$ cat config.mk
export PLATFORM = sky130hd
export DESIGN_NAME = vga_sync_gen_flat
export DESIGN_NICKNAME = d
export VERILOG_FILES = /design/src/rtl/vga_sync_gen_if.sv /design/src/rtl/vga_sync_gen.sv /design/src/flat_wrapper.sv
export SDC_FILE = /design/constraint.sdc
export NUM_CORES = 1
export LEC_CHECK = 0
export BUFFER_PORTS_ARGS = -buffer_cell sky130_fd_sc_hd__buf_2
export CAP_MARGIN = 25
export CORE_MARGIN = 5
export CORE_UTILIZATION = 52
export DETAILED_ROUTE_END_ITERATION = 16
export GPL_TIMING_DRIVEN = 0
export HOLD_SLACK_MARGIN = 0.03
export MAX_ROUTING_LAYER = met4
export PLACE_DENSITY = 0.82
export SETUP_SLACK_MARGIN = 0.02
export SYNTH_ARGS = -nofsm -noshare
export SYNTH_HDL_FRONTEND = slang
export SYNTH_SLANG_ARGS = --single-unit
$ cat constraint.sdc
create_clock -name clk -period 2.1 [get_ports clk]
set_clock_uncertainty 0.05 [all_clocks]
set_input_delay 0.105 -clock clk [delete_from_list [all_inputs] [get_ports clk]]
set_output_delay 0.105 -clock clk [all_outputs]
set_load 0.005 [all_outputs]
$ cat src/rtl/vga_sync_gen_if.sv
// Raster timing bundle from vga_sync_gen to pattern generators and sync pins.
// frame_cnt_o exists only when VGA_SYNC_FRAME_CNT_EN is defined.
interface vga_sync_gen_if;
    logic [9:0]  column_o;
    logic [9:0]  row_o;
    logic        hsync_o;
    logic        vsync_o;
    logic        visible_o;
    logic        line_start_o;
    logic        frame_start_o;
`ifdef VGA_SYNC_FRAME_CNT_EN
    logic [15:0] frame_cnt_o;
`endif

    modport master (
        output column_o, row_o, hsync_o, vsync_o, visible_o, line_start_o, frame_start_o
`ifdef VGA_SYNC_FRAME_CNT_EN
        , output frame_cnt_o
`endif
    );

    modport slave (
        input column_o, row_o, hsync_o, vsync_o, visible_o, line_start_o, frame_start_o
`ifdef VGA_SYNC_FRAME_CNT_EN
        , input frame_cnt_o
`endif
    );
endinterface

$ cat src/rtl/vga_sync_gen.sv
// VGA raster timing: column/row counters advanced by pix_en_i, with zero-latency decoded
// active-low syncs, visible flag and start strobes. VGA_SYNC_FRAME_CNT_EN adds a frame counter.
module vga_sync_gen #(
    parameter int H_VISIBLE = 640,
    parameter int H_FRONT   = 16,
    parameter int H_SYNC    = 96,
    parameter int H_BACK    = 48,
    parameter int V_VISIBLE = 480,
    parameter int V_FRONT   = 10,
    parameter int V_SYNC    = 2,
    parameter int V_BACK    = 33
) (
    input  logic           clk,
    input  logic           reset,
    input  logic           pix_en_i,
    vga_sync_gen_if.master sync_if
);
    localparam int H_TOTAL   = H_VISIBLE + H_FRONT + H_SYNC + H_BACK;
    localparam int V_TOTAL   = V_VISIBLE + V_FRONT + V_SYNC + V_BACK;
    localparam int H_SYNC_LO = H_VISIBLE + H_FRONT;
    localparam int H_SYNC_HI = H_SYNC_LO + H_SYNC;
    localparam int V_SYNC_LO = V_VISIBLE + V_FRONT;
    localparam int V_SYNC_HI = V_SYNC_LO + V_SYNC;
    localparam logic [9:0] H_LAST = 10'(H_TOTAL - 1);
    localparam logic [9:0] V_LAST = 10'(V_TOTAL - 1);

    if (H_TOTAL > 1024 || V_TOTAL > 1024) begin : g_bad_totals
        $error("vga_sync_gen: H_TOTAL and V_TOTAL must not exceed 1024");
    end

    logic [9:0] h_cnt_q, h_cnt_d;
    logic [9:0] v_cnt_q, v_cnt_d;
    logic       frame_wrap;

    assign frame_wrap = pix_en_i && (h_cnt_q == H_LAST) && (v_cnt_q == V_LAST);

    always_comb begin
        h_cnt_d = h_cnt_q;
        v_cnt_d = v_cnt_q;
        if (pix_en_i) begin
            if (h_cnt_q == H_LAST) begin
                h_cnt_d = '0;
                if (v_cnt_q == V_LAST) begin
                    v_cnt_d = '0;
                end else begin
                    v_cnt_d = v_cnt_q + 10'd1;
                end
            end else begin
                h_cnt_d = h_cnt_q + 10'd1;
            end
        end
    end

    always_ff @(posedge clk) begin
        if (reset) begin
            h_cnt_q <= '0;
            v_cnt_q <= '0;
        end else begin
            h_cnt_q <= h_cnt_d;
            v_cnt_q <= v_cnt_d;
        end
    end

`ifdef VGA_SYNC_FRAME_CNT_EN
    logic [15:0] frame_cnt_q, frame_cnt_d;

    always_comb begin
        frame_cnt_d = frame_cnt_q;
        if (frame_wrap) begin
            frame_cnt_d = frame_cnt_q + 16'd1;
        end
    end

    always_ff @(posedge clk) begin
        if (reset) begin
            frame_cnt_q <= '0;
        end else begin
            frame_cnt_q <= frame_cnt_d;
        end
    end

    assign sync_if.frame_cnt_o = frame_cnt_q;
`else
    logic unused_frame_wrap;
    assign unused_frame_wrap = frame_wrap;
`endif

    // Sync windows compared as int so a window ending exactly at 1024 still decodes.
    assign sync_if.column_o      = h_cnt_q;
    assign sync_if.row_o         = v_cnt_q;
    assign sync_if.hsync_o       = !((int'(h_cnt_q) >= H_SYNC_LO) && (int'(h_cnt_q) < H_SYNC_HI));
    assign sync_if.vsync_o       = !((int'(v_cnt_q) >= V_SYNC_LO) && (int'(v_cnt_q) < V_SYNC_HI));
    assign sync_if.visible_o     = (int'(h_cnt_q) < H_VISIBLE) && (int'(v_cnt_q) < V_VISIBLE);
    assign sync_if.line_start_o  = !reset && pix_en_i && (h_cnt_q == '0);
    assign sync_if.frame_start_o = !reset && pix_en_i && (h_cnt_q == '0) && (v_cnt_q == '0);
endmodule
$ cat src/flat_wrapper.sv
// flat-port wrapper written by rule: the top's interface ports become plain ports
module vga_sync_gen_flat 
#(
    parameter int H_VISIBLE = 640,
    parameter int H_FRONT   = 16,
    parameter int H_SYNC    = 96,
    parameter int H_BACK    = 48,
    parameter int V_VISIBLE = 480,
    parameter int V_FRONT   = 10,
    parameter int V_SYNC    = 2,
    parameter int V_BACK    = 33
)
  (clk, reset, pix_en_i, sync_if_column_o, sync_if_row_o, sync_if_hsync_o, sync_if_vsync_o, sync_if_visible_o, sync_if_line_start_o, sync_if_frame_start_o);
  vga_sync_gen_if sync_if_i ();
  input  logic clk;
  input  logic reset;
  input  logic pix_en_i;
  output wire logic [$bits(sync_if_i.column_o)-1:0] sync_if_column_o;
  output wire logic [$bits(sync_if_i.row_o)-1:0] sync_if_row_o;
  output wire logic [$bits(sync_if_i.hsync_o)-1:0] sync_if_hsync_o;
  output wire logic [$bits(sync_if_i.vsync_o)-1:0] sync_if_vsync_o;
  output wire logic [$bits(sync_if_i.visible_o)-1:0] sync_if_visible_o;
  output wire logic [$bits(sync_if_i.line_start_o)-1:0] sync_if_line_start_o;
  output wire logic [$bits(sync_if_i.frame_start_o)-1:0] sync_if_frame_start_o;
  assign sync_if_column_o = sync_if_i.column_o;
  assign sync_if_row_o = sync_if_i.row_o;
  assign sync_if_hsync_o = sync_if_i.hsync_o;
  assign sync_if_vsync_o = sync_if_i.vsync_o;
  assign sync_if_visible_o = sync_if_i.visible_o;
  assign sync_if_line_start_o = sync_if_i.line_start_o;
  assign sync_if_frame_start_o = sync_if_i.frame_start_o;
  vga_sync_gen #(.H_VISIBLE(H_VISIBLE), .H_FRONT(H_FRONT), .H_SYNC(H_SYNC), .H_BACK(H_BACK), .V_VISIBLE(V_VISIBLE), .V_FRONT(V_FRONT), .V_SYNC(V_SYNC), .V_BACK(V_BACK)) u_core (.clk(clk), .reset(reset), .pix_en_i(pix_en_i), .sync_if(sync_if_i));
endmodule
==> results of run 1 <==
worst min path at each step:
stage          cells past startpoint     start  slack, ps                                       to
6_report                           3  pix_en_i         50  u_core.sync_if.column_o[0]$_SDFFE_PP0P_
5_1_grt                            3  pix_en_i         50  u_core.sync_if.column_o[0]$_SDFFE_PP0P_
4_1_cts                            3  pix_en_i         50  u_core.sync_if.column_o[0]$_SDFFE_PP0P_
3_5_place_dp                       2     reset        310  u_core.sync_if.column_o[2]$_SDFFE_PP0P_
3_3_place_gp                       2     reset        300  u_core.sync_if.column_o[6]$_SDFFE_PP0P_
2_1_floorplan                      2     reset        270  u_core.sync_if.column_o[6]$_SDFFE_PP0P_
flip-flops by register name, indices dropped and copies added (netlist names):
name and flops:
u_core.sync_if.column_o 10, u_core.sync_if.row_o 10
worst max-delay path: stages (launching register included):
cell	delay, ps
dfxtp_4	390
ha_2	200
nand4_4	120
or3_1	360
buf_2	160
or4b_1	500
o21ai_1	120
placed cells by master, fill, tap and decap left out, types with 2 or more instances in the layout:
| cell | netlist | routed |
|---|---|---|
| nor4b_1 | 3 | 3 |
| buf_4 | 3 | 8 |
| o31ai_1 | 3 | 3 |
| o21ai_0 | 2 | 2 |
| ha_1 | 4 | 3 |
| nor2_1 | 16 | 16 |
| nand3_1 | 9 | 9 |
| nor4_1 | 3 | 3 |
| xnor2_1 | 6 | 6 |
| xor2_1 | 5 | 5 |
| mux2i_1 | 3 | 3 |
| buf_2 | 1 | 26 |
| or3_1 | 2 | 2 |
| nor3_1 | 5 | 5 |
| inv_1 | 7 | 7 |
| and3_1 | 3 | 3 |
| a21oi_1 | 2 | 2 |
| nand2_1 | 4 | 4 |
| and4_1 | 2 | 2 |
| clkbuf_4 | 0 | 3 |
| nand4_1 | 2 | 2 |
| nor2b_1 | 2 | 2 |
| dfxtp_1 | 20 | 18 |
cell families (layout without fill, tap and decap cells):
logic type | count (synthesis) | after routing
AO/OA/AOI/OAI | 14 | 14
XOR/XNOR | 11 | 11
adder cells (fa/ha/maj) | 4 | 4
buffers and inverters | 13 | 48
flip-flops | 20 | 20
multiplexers | 3 | 3
AND/OR/NAND/NOR | 62 | 62
cell type report:
class,count,share of cell area
plain buffers,6,0.0329
clock buffers,3,0.0160
clock inverters,1,0.0214
inverters,7,0.0187
multi-input cells,94,0.475
flip-flops and latches,20,0.288
well taps,28,0.0249
repair buffers,31,0.123
power by group through the flow:
stage / Combinational [mW] / Clock, mW / Sequential, mW
2_1_floorplan: 0.0269 / 0 / 0.397
3_3_place_gp: 0.0394 / 0 / 0.397
3_5_place_dp: 0.0411 / 0 / 0.398
4_1_cts: 0.0430 / 0.330 / 0.390
5_1_grt: 0.0470 / 0.347 / 0.391
6_report: 0.0431 / 0.323 / 0.390
per-stage QoR:
| stage | instances | cell area, sq um | hold WS [ps] |
|---|---|---|---|
| 2_1_floorplan | 127 | 1140 | 268 |
| 3_3_place_gp | 180 | 1300 | 302 |
| 3_5_place_dp | 180 | 1300 | 314 |
| 4_1_cts | 185 | 1360 | 46.9 |
| 5_1_grt | 190 | 1410 | 53.4 |
| 6_report | 190 | 1410 | 49.4 |
what timing repair did:
item / CTS / global route
resized for setup: 2 / 2
hold buffers: 1 / 0
hold endpoints to repair: 5 / 0
pin swaps: 0 / 1
buffers inserted: 0 / 5
endpoints found under the setup margin: 1 / 1
routing by layer:
metal / share of wire / global-route usage / wire, um
met1: 0.44 / 0.215 / 1260
met2: 0.49 / 0.310 / 1410
met3: 0.065 / 0.0437 / 187
met4: 0.011 / 0.0497 / 31
met5: 0 / - / 0
==> summary.md, run 1 <==
| Metric | Value |
|---|---|
| Area grow syn2layout | 23.5% |
| First-pass GRT wire length | 4540 um |
| Post-Synth Simple-Gate Area | 0.346 |
| Share of cells above drive strength 1 | 0.302 |
| Worst Path Arrival | 2180 ps |
| Slew headroom | 0.633 |
| Antenna violations before repair | 0 |
| DRT iter0 DRCs | 39 |
| RR Startpoint | u_core.sync_if.column_o[0]$_SDFFE_PP0P_ |
| Largest family of logic cells by synthesized area | simple AND/OR/NAND/NOR gates |
| Vias in the first global route | 983 |
| Worst R2R End | u_core.sync_if.row_o[8]$_SDFFE_PP0P_ |
| Count leader, synth | dfxtp_1 |
| Clk buf depth | 2 |
| Seq pwr share | 0.516 |
| Synth top area share | 0.352 |
| Clk pin slew, worst setup/hold paths | 120 ps |
| Synthesized area | 1140 sq um |
| Ports | 28 |
| Die Footprint | 3230 sq um |
| Power density cells | 537 nW/um^2 |
| TritonRoute pass-1 iters | 4 |
| Asr flop ratio synth | 0 |
| Largest cells by area after synthesis | dfxtp_1 35%, nor2_1 5.3%, xnor2_1 4.6% |
| # fillers | 185 |
| # H-tree levels | 1 |
| Synth warnings | 0 |
| Register bit total from synthesis | 20 |
| R2R setup slack | 120 ps |
| Largest area contributor in the netlist | dfxtp_1 |
| FP Rows | 17 |
| Hold Path Class | in -> reg |
| Seq/Total Area, Yosys | 0.352 |
| Synth Net Count | 134 |
| RSZ-0062 raised after global routing | false |
| Internal | 0.597 mW |
| Syn Inst Count | 127 |
| Worst setup SP type | register |
| Register area | 405 sq um |
| Compound-Gate Fraction of Synth Area | 0.0835 |
| Peak VDD IR | 0.438 mV |
| Via-per-instance ratio | 5.79 |
| PortBufs | 25 |
| Synth cell types | 42 |
| Die Y | 56.8 um |
| Diodes inserted | 0 |
| Post-synth EDFFs | 0 |
| Clock Latency Late Sink | 310 ps |
| Logic pwr share | 0.057 |
| Fin nets | 170 |
| Post-DRT Antenna Nets | 0 |
| CTS buffer count | 3 |
| Sum Neg Setup Slack | 0 ps |
| Worst slew pin tran | 547 ps |
| Final worst path period share | 0.942 |
| Worst Setup SP | u_core.sync_if.column_o[0]$_SDFFE_PP0P_ |
| DP Worst Slack | 10.4 ps |
| RD Place Congestion | 0.921 |
| Switching Fraction | 0.210 |
| Clock share of power | 0.427 |
| # DRC | 0 |
| Final setup viols | 0 |
| Grt total ovfl | 0 |
| Crit end category | register |
| Starting Density | 0.530 |
| CP Class | reg -> reg |
| Root Buffer | clkbuf_4 |
| Max-Cap Viols | 0 |
| DPL Wire Length | 2020 um |
| Post-synthesis mux area share | 0.0264 |
| Sw Pwr | 0.159 mW |
| Status | completed |
| Largest net degree at the start of global routing | 13 |
| Final Core Density | 0.655 |
| # clock sinks | 20 |
| Total GRT Usage | 0.183 |
| Final worst slack | 121 ps |
| Tmin final | 1980 ps |
| WL/cell | 15.2 um |
| Top post-synthesis cells by count | 20 x dfxtp_1, 16 x nor2_1, 9 x nand3_1 |
| Design Power | 0.756 mW |
| Area of the multi-input gates | 668 sq um |
| Avg Inst Size Synth | 8.97 sq um |
| Fmax | 0.505 GHz |
| DRT Wirelength | 2880 um |
| Total core area | 2150 sq um |
| Synth Area in XOR/XNOR | 0.0846 |
| CTS tree | built |
| FF-to-FF path depth | 6 |
| Adder-Cell Fraction of Synth Area | 0.0440 |
| Main flop type after synthesis | dfxtp_1 |
| Crit-path max FO | 7 |
| Critical Path End | u_core.sync_if.row_o[8]$_SDFFE_PP0P_ |
| WP data required | 2300 ps |
| Static leakage | 0.618 nW |
| Final Hold Fails | 0 |
| Via count | 1,101 |
| Fin. max-slew vios | 0 |
| Die width | 56.8 um |
No activity file was read; power rests on OpenSTA's default activity.
==> run 2: changes to the inputs <==
--- a/config.mk
+++ b/config.mk
@@ -7,7 +7,7 @@
 export LEC_CHECK = 0
 export BUFFER_PORTS_ARGS = -buffer_cell sky130_fd_sc_hd__buf_2
 export CAP_MARGIN = 25
-export CORE_MARGIN = 5
+export CORE_MARGIN = 3
 export CORE_UTILIZATION = 52
 export DETAILED_ROUTE_END_ITERATION = 16
 export GPL_TIMING_DRIVEN = 0
==> summary.md, run 2 (same netlist as run 1, synthesis figures left out) <==
| Metric | Value |
|---|---|
| First-pass GRT wire length | 4190 um (-7.8%) |
| Final worst path period share | 0.919 (-0.0233) |
| Area grow syn2layout | 18.6% |
| Commonest non-fill, non-tap cell in the layout | buf_2 |
| Total GRT Usage | 0.202 (+0.0192) |
| CP Class | reg -> reg |
| R2R setup slack | 170 ps (+50 ps) |
| # H-tree levels | 1 (unchanged) |
| Power density cells | 453 nW/um^2 (-16%) |
| Clk pin slew, worst setup/hold paths | 110 ps (about the same) |
| Static leakage | 0.591 nW (-4.4%) |
| Crit-path max FO | 8 (+1) |
| Final Hold Fails | 0 (unchanged) |
| Worst Path Arrival | 2120 ps (-60 ps) |
| # DRC | 0 (unchanged) |
| Hold path depth | 3 (unchanged) |
| Fin. max-slew vios | 0 (unchanged) |
| Total core area | 2020 sq um (-5.9%) |
| WP data required | 2290 ps (about the same) |
| WL/cell | 13.4 um (-12%) |
| CTS buffer count | 3 (unchanged) |
| Hold Path Class | in -> reg |
| Clk buf depth | 2 (unchanged) |
| Slew headroom | 0.669 (+0.0367) |
| FF-to-FF path depth | 5 (-1) |
| # clock sinks | 20 (unchanged) |
| Tmin final | 1930 ps (-49.0 ps) |
| Max-Cap Viols | 0 (unchanged) |
| Fmax | 0.518 GHz (+2.5%) |
| # fillers | 167 (-9.7%) |
| Largest net degree at the start of global routing | 11 (-2) |
| Clock Latency Late Sink | 300 ps (about the same) |
| Diodes inserted | 0 (unchanged) |
| Worst R2R End | u_core.sync_if.row_o[8]$_SDFFE_PP0P_ |
| RR Startpoint | u_core.sync_if.column_o[5]$_SDFFE_PP0P_ |
| Crit end category | register |
| DPL Wire Length | 1890 um (-6.3%) |
| Hold Path Sink | u_core.sync_if.column_o[0]$_SDFFE_PP0P_ |
| Vias in the first global route | 921 (-6.3%) |
| CTS tree | built |
| TritonRoute pass-1 iters | 4 (unchanged) |
| Peak VDD IR | 0.387 mV (-12%) |
| RD Place Congestion | 0.871 (-5.4%) |
| Final setup viols | 0 (unchanged) |
| Root Buffer | clkbuf_4 |
| DRT Wirelength | 2470 um (-14%) |
| Worst slew pin tran | 492 ps (-54.6 ps) |
| Die width | 52.8 um (-7.0%) |
| Status | completed |
| Hold Startpoint | pix_en_i |
| Worst setup SP type | register |
| DRT iter0 DRCs | 19 (-51%) |
| Final Core Density | 0.668 (+0.0131) |
| Grt total ovfl | 0 (unchanged) |
| Die Footprint | 2790 sq um (-14%) |
| Via count | 1,049 (-4.7%) |
| RSZ-0062 raised after global routing | false |
| Post-DRT Antenna Nets | 0 (unchanged) |
| Ports | 28 (unchanged) |
| Antenna violations before repair | 0 (unchanged) |
| Fin nets | 167 (-1.8%) |
| PortBufs | 25 (unchanged) |
| Sum Neg Setup Slack | 0 ps (unchanged) |
| Most frequent cells in the layout | 26 x buf_2, 18 x dfxtp_1, 16 x nor2_1 |
| Die Y | 52.8 um (-7.0%) |
| Via-per-instance ratio | 5.67 (-2.1%) |
| FP Rows | 16 (-1) |
| Share of cells above drive strength 1 | 0.285 (-0.0177) |
| Starting Density | 0.563 (+0.0331) |
[run 2: cell types whose count changed in the layout (fill, tap and decap cells not counted), sizes merged]
cell    delta
buf        -3
bufinv     -1
[run 2: power by group]
group	total [mW]	switching, mW	internal, mW
Clock	0.180	0.113	0.0670
Sequential	0.389	0.00535	0.384
Combinational	0.0425	0.0225	0.0200
[run 2: repair_timing]
action / CTS / global route
hold buffers: 1 / 0
pin swaps: 0 / 1
buffers inserted: 0 / 2
hold endpoints to repair: 4 / 0
gates resized for setup: 2 / 1
setup endpoints to repair: 1 / 1
[run 2: layout make-up]
class / instances / area, sq um / area share
multi-input combinational: 94 / 668 / 0.495
inverter: 7 / 26.3 / 0.0195
clock buffer: 3 / 22.5 / 0.0167
buffer: 6 / 46.3 / 0.0343
sequential: 20 / 403 / 0.298
tap: 27 / 33.8 / 0.0250
timing repair buffer: 28 / 150 / 0.111
[run 2: metrics by stage]
stage / hold slack, ps / cells / power [mW] / setup WS (ps) / instance area [sq um]
2_1_floorplan: 268 / 127 / 0.424 / 116 / 1140
3_3_place_gp: 305 / 179 / 0.436 / 43.3 / 1300
3_5_place_dp: 302 / 179 / 0.438 / 23.3 / 1300
4_1_cts: 68.9 / 183 / 0.611 / 26.1 / 1330
5_1_grt: 100 / 185 / 0.628 / 34.5 / 1350
6_report: 70.1 / 185 / 0.612 / 170 / 1350
[run 2: worst max path at each step]
stage / start / to / cells after the start / slack, ps
floorplan: u_core.sync_if.column_o[0]$_SDFFE_PP0P_ / u_core.sync_if.row_o[8]$_SDFFE_PP0P_ / 6 / 120
global placement: u_core.sync_if.column_o[0]$_SDFFE_PP0P_ / u_core.sync_if.row_o[8]$_SDFFE_PP0P_ / 6 / 40
detailed placement: u_core.sync_if.column_o[0]$_SDFFE_PP0P_ / u_core.sync_if.row_o[8]$_SDFFE_PP0P_ / 6 / 20
CTS: u_core.sync_if.column_o[1]$_SDFFE_PP0P_ / u_core.sync_if.row_o[8]$_SDFFE_PP0P_ / 6 / 30
global route: u_core.sync_if.row_o[0]$_SDFFE_PP0P_ / u_core.sync_if.row_o[8]$_SDFFE_PP0P_ / 6 / 30
finish: u_core.sync_if.column_o[5]$_SDFFE_PP0P_ / u_core.sync_if.row_o[8]$_SDFFE_PP0P_ / 5 / 170
[run 2: routing by layer]
layer	share of wire	track usage	wire, um
met1	0.45	0.263	1120
met2	0.50	0.331	1230
met3	0.042	0.0256	103
met4	0.011	0.0511	27
met5	0	-	0
[run 2: worst max-delay path, cell delays in order, from the launching register on]
cell and delay [ps]:
dfxtp_1 400, or2_4 290, or3_1 350, buf_2 160, or4b_1 500, o21ai_1 120
